**config.mk**
```make
export PLATFORM = sky130hd
export DESIGN_NAME = ccu_seq_ctrl
export DESIGN_NICKNAME = d
export VERILOG_FILES = /design/src/rtl/ccu_seq_ctrl.sv
export SDC_FILE = /design/constraint.sdc
export NUM_CORES = 1
export LEC_CHECK = 0
export ABC_AREA = 1
export CAP_MARGIN = 25
export CORE_ASPECT_RATIO = 0.75
export CORE_MARGIN = 4
export CORE_UTILIZATION = 31
export DETAILED_ROUTE_END_ITERATION = 10
export GPL_TIMING_DRIVEN = 0
export SKIP_CTS_REPAIR_TIMING = 1
export SLEW_MARGIN = 10
export SYNTH_ARGS = -nofsm -noshare
export SYNTH_HDL_FRONTEND = slang
export SYNTH_SLANG_ARGS = --single-unit
export TNS_END_PERCENT = 1
```
**constraint.sdc**
```tcl
create_clock -name clk -period 1.6 [get_ports clk]
set_input_delay 0.32 -clock clk [delete_from_list [all_inputs] [get_ports clk]]
set_output_delay 0.32 -clock clk [all_outputs]
set_load 0.02 [all_outputs]
```
**src/rtl/ccu_seq_ctrl.sv**
```systemverilog
// ccu_seq_ctrl: sequencer for the nibble-serial ccu cipher core.
// Loads a block of data/key nibbles over a valid/ready handshake, streams the
// block through the core ROUNDS times (feeding results back into the data
// buffer), then streams the result out over a valid/ready handshake.
module ccu_seq_ctrl #(
    parameter int unsigned NIB       = 4,
    parameter int unsigned BLOCK_NIB = 4,
    parameter int unsigned ROUNDS    = 2,
    parameter int unsigned CORE_LAT  = 1
) (
    input  logic           clk,
    input  logic           rst_n,
    input  logic           in_valid,
    output logic           in_ready,
    input  logic [NIB-1:0] in_data,
    input  logic [NIB-1:0] in_key,
    output logic           out_valid,
    input  logic           out_ready,
    output logic [NIB-1:0] out_data,
    output logic           busy,
    output logic           core_en,
    output logic [NIB-1:0] core_din,
    output logic [NIB-1:0] core_key,
    input  logic [NIB-1:0] core_dout
);

    localparam int unsigned IW = $clog2(BLOCK_NIB);
    localparam int unsigned RW = (ROUNDS > 1) ? $clog2(ROUNDS) : 1;
    localparam int unsigned WW = (CORE_LAT > 1) ? $clog2(CORE_LAT) : 1;

    localparam logic [IW-1:0] IDX_LAST  = IW'(BLOCK_NIB - 1);
    localparam logic [RW-1:0] RND_LAST  = RW'(ROUNDS - 1);
    localparam logic [WW-1:0] WAIT_LAST = WW'(CORE_LAT - 1);

    typedef enum logic [1:0] {
        S_LOAD,
        S_RUN,
        S_WAIT,
        S_OUT
    } state_t;

    state_t          state_q, state_d;
    logic [IW-1:0]   idx_q, idx_d;
    logic [RW-1:0]   round_q, round_d;
    logic [WW-1:0]   wcnt_q, wcnt_d;

    logic [NIB-1:0]  dbuf_q [BLOCK_NIB];
    logic [NIB-1:0]  kbuf_q [BLOCK_NIB];

    logic [CORE_LAT-1:0] en_dly_q;
    logic [IW-1:0]       idx_dly_q [CORE_LAT];

    logic load_hs;

    // State, index, round and wait-counter registers.
    always_ff @(posedge clk or negedge rst_n) begin
        if (!rst_n) begin
            state_q <= S_LOAD;
            idx_q   <= '0;
            round_q <= '0;
            wcnt_q  <= '0;
        end else begin
            state_q <= state_d;
            idx_q   <= idx_d;
            round_q <= round_d;
            wcnt_q  <= wcnt_d;
        end
    end

    // Next-state logic and all handshake/core-facing outputs.
    always_comb begin
        state_d   = state_q;
        idx_d     = idx_q;
        round_d   = round_q;
        wcnt_d    = wcnt_q;
        in_ready  = 1'b0;
        out_valid = 1'b0;
        out_data  = '0;
        busy      = 1'b1;
        core_en   = 1'b0;
        core_din  = '0;
        core_key  = '0;
        load_hs   = 1'b0;

        unique case (state_q)
            S_LOAD: begin
                in_ready = 1'b1;
                busy     = 1'b0;
                if (in_valid) begin
                    load_hs = 1'b1;
                    if (idx_q == IDX_LAST) begin
                        state_d = S_RUN;
                        idx_d   = '0;
                        round_d = '0;
                    end else begin
                        idx_d = idx_q + 1'b1;
                    end
                end
            end
            S_RUN: begin
                core_en  = 1'b1;
                core_din = dbuf_q[idx_q];
                core_key = kbuf_q[idx_q];
                if (idx_q == IDX_LAST) begin
                    state_d = S_WAIT;
                    idx_d   = '0;
                    wcnt_d  = '0;
                end else begin
                    idx_d = idx_q + 1'b1;
                end
            end
            S_WAIT: begin
                if (wcnt_q == WAIT_LAST) begin
                    idx_d = '0;
                    if (round_q != RND_LAST) begin
                        round_d = round_q + 1'b1;
                        state_d = S_RUN;
                    end else begin
                        state_d = S_OUT;
                    end
                end else begin
                    wcnt_d = wcnt_q + 1'b1;
                end
            end
            S_OUT: begin
                out_valid = 1'b1;
                out_data  = dbuf_q[idx_q];
                if (out_ready) begin
                    if (idx_q == IDX_LAST) begin
                        state_d = S_LOAD;
                        idx_d   = '0;
                    end else begin
                        idx_d = idx_q + 1'b1;
                    end
                end
            end
            default: begin
                state_d = S_LOAD;
                idx_d   = '0;
            end
        endcase
    end

    // Core enable/index delay line aligning captures with core_dout.
    always_ff @(posedge clk or negedge rst_n) begin
        if (!rst_n) begin
            en_dly_q <= '0;
            for (int unsigned i = 0; i < CORE_LAT; i++) begin
                idx_dly_q[i] <= '0;
            end
        end else begin
            en_dly_q[0]  <= core_en;
            idx_dly_q[0] <= idx_q;
            for (int unsigned i = 1; i < CORE_LAT; i++) begin
                en_dly_q[i]  <= en_dly_q[i-1];
                idx_dly_q[i] <= idx_dly_q[i-1];
            end
        end
    end

    // Data/key buffers: filled from the pins, data overwritten by core results.
    always_ff @(posedge clk or negedge rst_n) begin
        if (!rst_n) begin
            for (int unsigned i = 0; i < BLOCK_NIB; i++) begin
                dbuf_q[i] <= '0;
                kbuf_q[i] <= '0;
            end
        end else begin
            if (load_hs) begin
                dbuf_q[idx_q] <= in_data;
                kbuf_q[idx_q] <= in_key;
            end
            if (en_dly_q[CORE_LAT-1]) begin
                dbuf_q[idx_dly_q[CORE_LAT-1]] <= core_dout;
            end
        end
    end

endmodule

```
* After elaboration in Yosys (flattened, before gate mapping)
Index checks and enable logic that the tools add are counted.
** Cells by class
- Add/subtract/negate cells :: 3
- Magnitude comparators :: 4
- Equal/unequal tests :: 10
- Mux-type cells :: 44
- Bitwise gates (word level) :: 2
- Reductions and logical operators :: 9
** Operator list (count)
- bitwise mux 16 bit :: 3
- 2-to-1 mux 4 bit :: 9
- 2-to-1 mux 16 bit :: 2
- 2-to-1 mux 2 bit :: 11
- binary-select mux 4 bit (select 2 bit) :: 2
- demux 4 bit (select 2 bit) :: 2
- one-hot mux 2 bit (4 select lines) :: 2
- != test 2 bit, second input constant :: 6
- 2-to-1 mux 1 bit :: 11
- == test 2 bit, second input constant :: 3
- greater-or-equal comparator 3 bit, second input constant :: 2
- less-than comparator 3 x 1 -> 1 bit, second input constant :: 2
- NOT 2 -> 3 bit :: 2
- AND reduction 6 bit :: 1
- one-hot mux 1 bit (2 select lines) :: 2
- AND reduction 4 bit :: 1
- nonzero test 2 bit :: 2
- AND reduction 3 bit :: 1
- adder 1 bit, second input constant :: 2
- adder 2 x 1 -> 2 bit, second input constant :: 1
- == test 2 x 1 -> 1 bit, second input constant :: 1
- logical AND 1 bit :: 2
- logical NOT 2 bit :: 1
- AND reduction 2 bit :: 1
** Storage, ports and cells
- Register bits after elaboration :: 41
- Input port bits :: 16
- Output and inout bits :: 16
- Word-level logic and storage cells :: 86

* Depth between registers and ports, before layout
Gate-level depths: netlist of the first run.
- Depth in word-level cells :: 9
- Depth in mapped cells :: 9
- Gate-level depth less buffers :: 8

* Worst setup path before layout of the first run
No wires, ideal clock.
- Path type :: reg-to-reg
- Start point :: reg idx_q[0]
- End point :: reg kbuf_q[12] in the netlist's numbering
- Library setup time :: 0.117 ns
- Arrival time :: 1.496 ns
- Required time :: 1.483 ns
- Slack :: -0.013 ns
- Stages on the path, launching flop included :: 8
- Path buffers :: 1
- Period minus slack after synthesis :: 1.613 ns
- Cells stage by stage :: dfrtp_1 -> buf_2 -> clkinv_1 -> ha_1 -> nand3_1 -> inv_1 -> nand2_1 -> nand2_1
** Between the ends
- Word-level cells in the longest chain between the ends :: 6
- Elaborated cells between the ends (all ways) :: 7
** RTL lines
- start: declaration :: RTL line 43 : logic [IW-1:0] idx_q, idx_d;
- start signal: assignment :: RTL line 64 : idx_q <= idx_d;
- NOT 2 -> 3 bit (implied by the code) (*) :: RTL line 171 : kbuf_q[idx_q] <= in_key;
- greater-or-equal comparator 3 bit (implied by the code) / less-than comparator 3 x 1 -> 1 bit (equally long branches) :: RTL line 171
- logical AND 1 bit (implied by the code) :: RTL line 171
- 2-to-1 mux 4 bit (implied by the code) :: RTL line 171
- demux 4 bit (select 2 bit) (*) :: RTL line 171
- bitwise mux 16 bit (*) :: RTL line 171
- end signal: indexed assignment :: RTL line 171
- end: declaration :: RTL line 48 : logic [NIB-1:0] kbuf_q [BLOCK_NIB];
Every way passes the cells marked *; elsewhere a longest branch is shown, timed or not.
A chain may end at the register's enable or synchronous reset.

* Final worst setup path of the first run
- Start point :: reg idx_q[0]
- End point :: out out_data[2]
** Between the ends
- Word-level cells in the longest chain between the ends :: 5
** RTL lines
- NOT 2 -> 3 bit (implied by the code) :: RTL line 127 : out_data = dbuf_q[idx_q];
- binary-select mux 4 bit (select 2 bit) :: RTL line 127
- 2-to-1 mux 4 bit (implied by the code) (2 in a row) :: RTL line 127
- 2-to-1 mux 4 bit :: RTL line 85 : unique case (state_q)
- end: declaration :: RTL line 19 : output logic [NIB-1:0] out_data,
Every way passes these cells. The select of a mux whose other input is x is not followed.

==> reports/results.tsv, run 1 <==
stage	metric	value	unit
layout	Final nets	427	
yosys	sequential-to-total area share from yosys stat	41.8	%
die	Initial Utilization	32.2	%
clock_network	clk buf depth	2	
setup_path	WP data required	1280	ps
setup_path	worst setup path startpoint	idx_q[0]	
yosys	syn_area_per_cell	6.67	um^2
yosys	synth warn	0	
setup_path	CP max-delay cell	dfrtp_2	
yosys	library cells used by synthesis	18	
min_path	HP Class	in -> async	
clock_network	Clock Pin Slew Worst Setup and Hold Paths	90	ps
job	Max Cap Violations	0	
place	Area after DPL	2850	um^2
grt	initial antenna violation count	0	
power_and_ir_drop	power per cell area	2070	nW/um^2
grt	vias in the first global route	2232	
setup_path	critical path's top delay family	buffers and inverters	
grt	overall routing resource usage	15.3	%
die	Die Area	9210	um^2
die	Die Wd	109	um
sta	final worst path period share	115	%
power_and_ir_drop	worst vdd ir	0.823	mV
sta	Final Max Tran Viols	0	
routing	DRC	0	
power_and_ir_drop	logic gate share of total power	58.5	%
setup_path	WP data arrival	1530	ps
clock_network	TritonCTS clock tree	yes	
setup_path	cell-by-cell trace of the critical path	buf_4, clkbuf_16, nand2_1, nand3_1, nand2_2, nor2_1, buf_4	
setup_path	Most Frequent Cell on Critical Path	buf_4	
routing	drt first pass iters	5	
die	Site Rows	27	
setup_path	crit start category	flop	
setup_path	Crit Reg-Reg Startpoint	idx_q[1]	
yosys	Post-Syn Instances	359	
die	IO Pins	32	
grt	first-pass GRT wire length	11.0	mm
layout	antenna diode count	0	
routing	final WL	6.89	mm
setup_path	crit path kind	reg -> out	
place	GPL Wtd Cong	0.817	
outcome	failing checks	setup timing	
clock_network	CTS HTree Levels	2	
grt	GRT overflow	0	
sta	relative slew slack	69.3	%
power_and_ir_drop	Pleak	1.79	nW
yosys	largest cells by area after synthesis	dfrtp_1, nand2_1, nor2_1	
sta	Final Hold Violating Endpoints	0	
clock_network	CTS buffer count	5	
power_and_ir_drop	Internal	3.53	mW
setup_path	CP max stage delay	450	ps
place	placed insts	492	
sta	RSZ-0062 raised after global routing	true	
sta	Setup TNS	-2890	ps
setup_path	crit end category	output port	
routing	post-route ant nets	0	
layout	layout cells sized above 1	17.5	%
die	Core Region	7430	um^2
power_and_ir_drop	sequential share of power	28.0	%
sta	min Tclk post-route	1850	ps
sta	Final Setup Violations	14	
layout	synthesis-to-layout area growth	31.7	%
setup_path	FF-to-FF setup slack	30	ps
routing	vias per cell	4.57	
clock_network	clk sink count	40	
routing	drt initial violations	119	
yosys	top cell type's share of synthesized area	41.8	%
clock_network	Root Buffer	clkbuf_8	
power_and_ir_drop	power after layout	6.53	mW
sta	Fin Hold WS	468	ps
sta	Max Freq	542	MHz
yosys	Synth area leader	dfrtp_1	
clock_network	worst-skew pair later-pin latency	300	ps
power_and_ir_drop	Psw	3.00	mW
place	Post-DP HPWL	4.74	mm
grt	largest net degree at the start of global routing	28	
sta	final setup margin	-246	ps
yosys	Synthesized Nets	381	
setup_path	crit path buf inv count	3	
layout	fin area	3150	um^2
power_and_ir_drop	Net Sw Frac	46.0	%
layout	Finished Layout Cells	507	
sta	worst slew pin tran	461	ps
layout	Layout fillers	791	
routing	Routed WL per cell	13.6	um
sta	final setup skew	8.30	ps
yosys	area of the mapped netlist	2390	um^2
setup_path	CP Max Fanout	4	
routing	vias	2319	
outcome	status	complete, but fails checks	
yosys	Yosys reg bits	40	
die	Die Y	84.1	um
power_and_ir_drop	Clock power frac	13.5	%
place	buffers added on ports	31	
==> metal layers <==
metal / global-route usage, % / wire length (um) / vias to the layer above
li1: - / - / 1179
met1: 22.4 / 3480 / 1071
met2: 22.3 / 2890 / 60
met3: 3.56 / 430 / 9
met4: 4.76 / 89 / 0
met5: 0 / 0 / -
==> power groups by stage <==
stage / registers, mW / clock network [mW] / logic (mW)
after floorplan: 1.76 / 0 / 2.27
after CTS: 1.81 / 0.892 / 3.32
final: 1.83 / 0.881 / 3.82
after detailed placement: 1.83 / 0 / 3.30
after global routing: 1.89 / 0.939 / 4.31
after global placement: 1.81 / 0 / 3.24
==> worst paths after layout <==
check,cells past startpoint,endpoint
setup / recovery,7,out_data[2]
min in group clk,0,idx_dly_q[1]
setup reg to reg,7,kbuf_q[14]
max in group asynchronous,3,idx_q[1]
hold reg to reg,0,idx_dly_q[1]
hold / removal,2,dbuf_q[14]
==> cells by family after synthesis <==
family / Yosys count / synth area share, %
flip-flops: 40 / 41.8
adder cells (fa/ha/maj): 6 / 3.13
buffers and inverters: 66 / 11.5
AND/OR/NAND/NOR: 222 / 37.4
AO/OA/AOI/OAI: 25 / 6.16
==> state kept, by name (all words and copies together), names as in the netlist <==
signal     flops
dbuf_q        16
kbuf_q        16
en_dly_q       1
state_q        2
round_q        1
idx_q          2
idx_dly_q      2
==> placed cells by master (no fill, tap or decap), drive strengths merged <==
cell type and n:
dlymetal6s2s 1, a21oi 5, buf 28, bufinv 1, inv 57, o211ai 9
nand2 129, dlygate4sd3 1, nand3 34, ha 6, clkdlybuf4s50 14, clkinvlp 1
clkbuf 10, nor2 59, o21ai 11, dfrtp 40
==> cell type report <==
cell class / count / area, um^2 / area share, %
Tap cell: 101 / 126 / 4.01
Multi-Input combinational cell: 253 / 1190 / 37.9
Buffer: 9 / 110 / 3.49
Sequential cell: 40 / 1000 / 31.9
Clock inverter: 3 / 46.3 / 1.47
Timing Repair Buffer: 40 / 382 / 12.1
Inverter: 56 / 220 / 6.98
Clock buffer: 5 / 68.8 / 2.18
==> cells in the mapped netlist, drive strengths merged <==
| master | number |
|---|---|
| dfrtp | 40 |
| o21ai | 11 |
| nand2 | 129 |
| clkbuf | 1 |
| nand3 | 34 |
| buf | 9 |
| o211ai | 9 |
| ha | 6 |
| clkinv | 2 |
| nor2 | 59 |
| inv | 54 |
| a21oi | 5 |
==> stage by stage <==
stage               utilization (%)  setup slack, ps
floorplan                         -             8.43
global placement               38.1             -950
detailed placement             38.3             -681
CTS                            39.9            -1010
global route                   42.4             -313
finish                         42.4             -246
Note: power is estimated with default switching activity, not from simulation.
==> run 2, diff against run 1 <==
--- a/config.mk
+++ b/config.mk
@@ -8,7 +8,7 @@
 export ABC_AREA = 1
 export CAP_MARGIN = 25
 export CORE_ASPECT_RATIO = 0.75
-export CORE_MARGIN = 4
+export CORE_MARGIN = 2
 export CORE_UTILIZATION = 31
 export DETAILED_ROUTE_END_ITERATION = 10
 export GPL_TIMING_DRIVEN = 0
==> constraint.sdc (replaced) <==
create_clock -name clk -period 1.8 [get_ports clk]
set_input_delay 0.36 -clock clk [delete_from_list [all_inputs] [get_ports clk]]
set_output_delay 0.36 -clock clk [all_outputs]
set_load 0.02 [all_outputs]
==> run 2 against run 1 <==
Against the previous run: the flow still finishes with violations (setup timing); final area down 2.1%; power shrank 14%; critical path depth rose by 1; die area fell by 8.2%; clock-buffer cell count is the same; flip-flop and latch count unchanged; via count increased by 0.73%; combinational power shrank 15%.
==> reports/results.tsv, run 2 (synthesis gave the netlist of run 1 again) <==
stage	metric	value	unit
outcome	status	complete, but fails checks	
outcome	failing checks	setup timing	
power_and_ir_drop	Pleak	1.79	nW
clock_network	clk sink count	40	
sta	RSZ-0062 raised after global routing	true	
setup_path	worst setup path startpoint	idx_q[0]	
sta	min Tclk post-route	1970	ps
die	IO Pins	32	
clock_network	Clock Pin Slew Worst Setup and Hold Paths	90	ps
grt	largest net degree at the start of global routing	24	
place	Post-DP HPWL	4.76	mm
power_and_ir_drop	worst vdd ir	0.857	mV
setup_path	Crit Reg-Reg Startpoint	idx_q[0]	
sta	worst slew pin tran	488	ps
setup_path	WP data required	1440	ps
layout	Regs by FF count	dbuf_q x16, kbuf_q x16	
setup_path	reg2reg end	kbuf_q[14]	
clock_network	CTS HTree Levels	2	
layout	Layout fillers	768	
die	Initial Utilization	32.4	%
place	buffers added on ports	31	
routing	final WL	6.74	mm
die	Site Rows	27	
routing	vias per cell	4.56	
place	GPL Wtd Cong	0.823	
clock_network	CTS buffer count	5	
grt	vias in the first global route	2101	
grt	overall routing resource usage	16.5	%
layout	antenna diode count	0	
setup_path	crit start category	flop	
routing	drt first pass iters	4	
routing	vias	2336	
power_and_ir_drop	power after layout	5.62	mW
layout	synthesis-to-layout area growth	28.9	%
sta	final setup skew	13.5	ps
sta	Max Freq	507	MHz
grt	GRT overflow	0	
clock_network	clk buf depth	2	
clock_network	TritonCTS clock tree	yes	
grt	first-pass GRT wire length	10.8	mm
sta	final setup margin	-173	ps
setup_path	R2R depth	8	
sta	Final Hold Violating Endpoints	0	
setup_path	WP data arrival	1610	ps
setup_path	Critical Path End	core_din[3]	
routing	post-route ant nets	0	
sta	final worst path period share	110	%
layout	most frequent cells in the layout	nand2_1, nor2_1, inv_1	
sta	relative slew slack	67.5	%
clock_network	worst-skew pair later-pin latency	310	ps
layout	most common cell after layout, fill and taps aside	nand2_1	
layout	Final nets	432	
clock_network	Root Buffer	clkbuf_8	
job	Max Cap Violations	0	
sta	Final Max Tran Viols	0	
setup_path	crit end category	output port	
die	Die Area	8450	um^2
grt	initial antenna violation count	0	
routing	DRC	0	
die	Die Y	80.1	um
setup_path	CP Max Fanout	6	
min_path	HP Class	in -> async	
die	Core Region	7400	um^2
setup_path	crit path kind	reg -> out	
power_and_ir_drop	power per cell area	1820	nW/um^2
routing	Routed WL per cell	13.2	um
die	Die Wd	105	um
setup_path	FF-to-FF setup slack	-20	ps
layout	layout cells sized above 1	15.6	%
routing	drt initial violations	122	
sta	Final Setup Violations	16	
layout	Layout Utilization	41.7	%
## run 2: cell type report
type                            count  area [um^2]  share of cell area, %
Clock inverter                      3         47.5                   1.54
Buffer                             10         91.3                   2.96
Inverter                           56          218                   7.05
Timing Repair Buffer               44          379                   12.3
Sequential cell                    40         1000                   32.5
Multi-Input combinational cell    253         1150                   37.3
Clock buffer                        5         68.8                   2.23
Tap cell                          101          126                   4.09
## run 2: metrics by stage
| stage | worst slack (ps) | cells | hold WS (ps) | setup TNS (ps) | instance area, um^2 |
|---|---|---|---|---|---|
| 2_1_floorplan | 158 | 359 | 64.4 | 0 | 2390 |
| 3_3_place_gp | -824 | 491 | 458 | -48470 | 2830 |
| 3_5_place_dp | -716 | 492 | 343 | -16390 | 2850 |
| 4_1_cts | -1050 | 500 | 8.96 | -21840 | 2960 |
| 5_1_grt | -244 | 512 | 25.7 | -3150 | 3090 |
| 6_report | -173 | 512 | 0.392 | -1530 | 3090 |
## run 2: worst min path at each step
stage / startpoint / end / slack, ps / cells past startpoint
final: rst_n / dbuf_q[10] / 0.4 / 1
after global routing: rst_n / dbuf_q[4] / 30 / 1
after CTS: rst_n / dbuf_q[10] / 9 / 1
after detailed placement: rst_n / en_dly_q / 340 / 1
after global placement: round_q / round_q / 460 / 2
after floorplan: rst_n / dbuf_q[0] / 60 / 0
## run 2: metal layers
metal  up-vias  global-route usage [%]  wire length [um]
met2        53                    24.8              2950
met4         0                    3.03                36
met1      1084                    24.4              3370
met3         7                    3.90               375
met5         -                       0                 0
li1       1192                       -                 -
## run 2: power breakdown
part           switching, mW  internal [mW]
clock                  0.370          0.418
combinational           1.97           1.26
sequential             0.248           1.36
total                   2.59           3.03
## run 2: worst max-delay path, cell delays in order, from the launching register on
cell and delay [ps]:
dfrtp_2 380, buf_6 130, clkinvlp_4 150, buf_4 190
nand2_1 50, nand3_1 100, nand2_2 110, nor2_2 40
buf_4 160
==> run 3, diff against run 2 <==
--- a/config.mk
+++ b/config.mk
@@ -6,6 +6,7 @@
 export NUM_CORES = 1
 export LEC_CHECK = 0
 export ABC_AREA = 1
+export ABC_CLOCK_PERIOD_IN_PS = 1800
 export CAP_MARGIN = 25
 export CORE_ASPECT_RATIO = 0.75
 export CORE_MARGIN = 2
==> results of run 3 <==
Same layout as run 2: the final DEF is identical, and so are final timing and power.
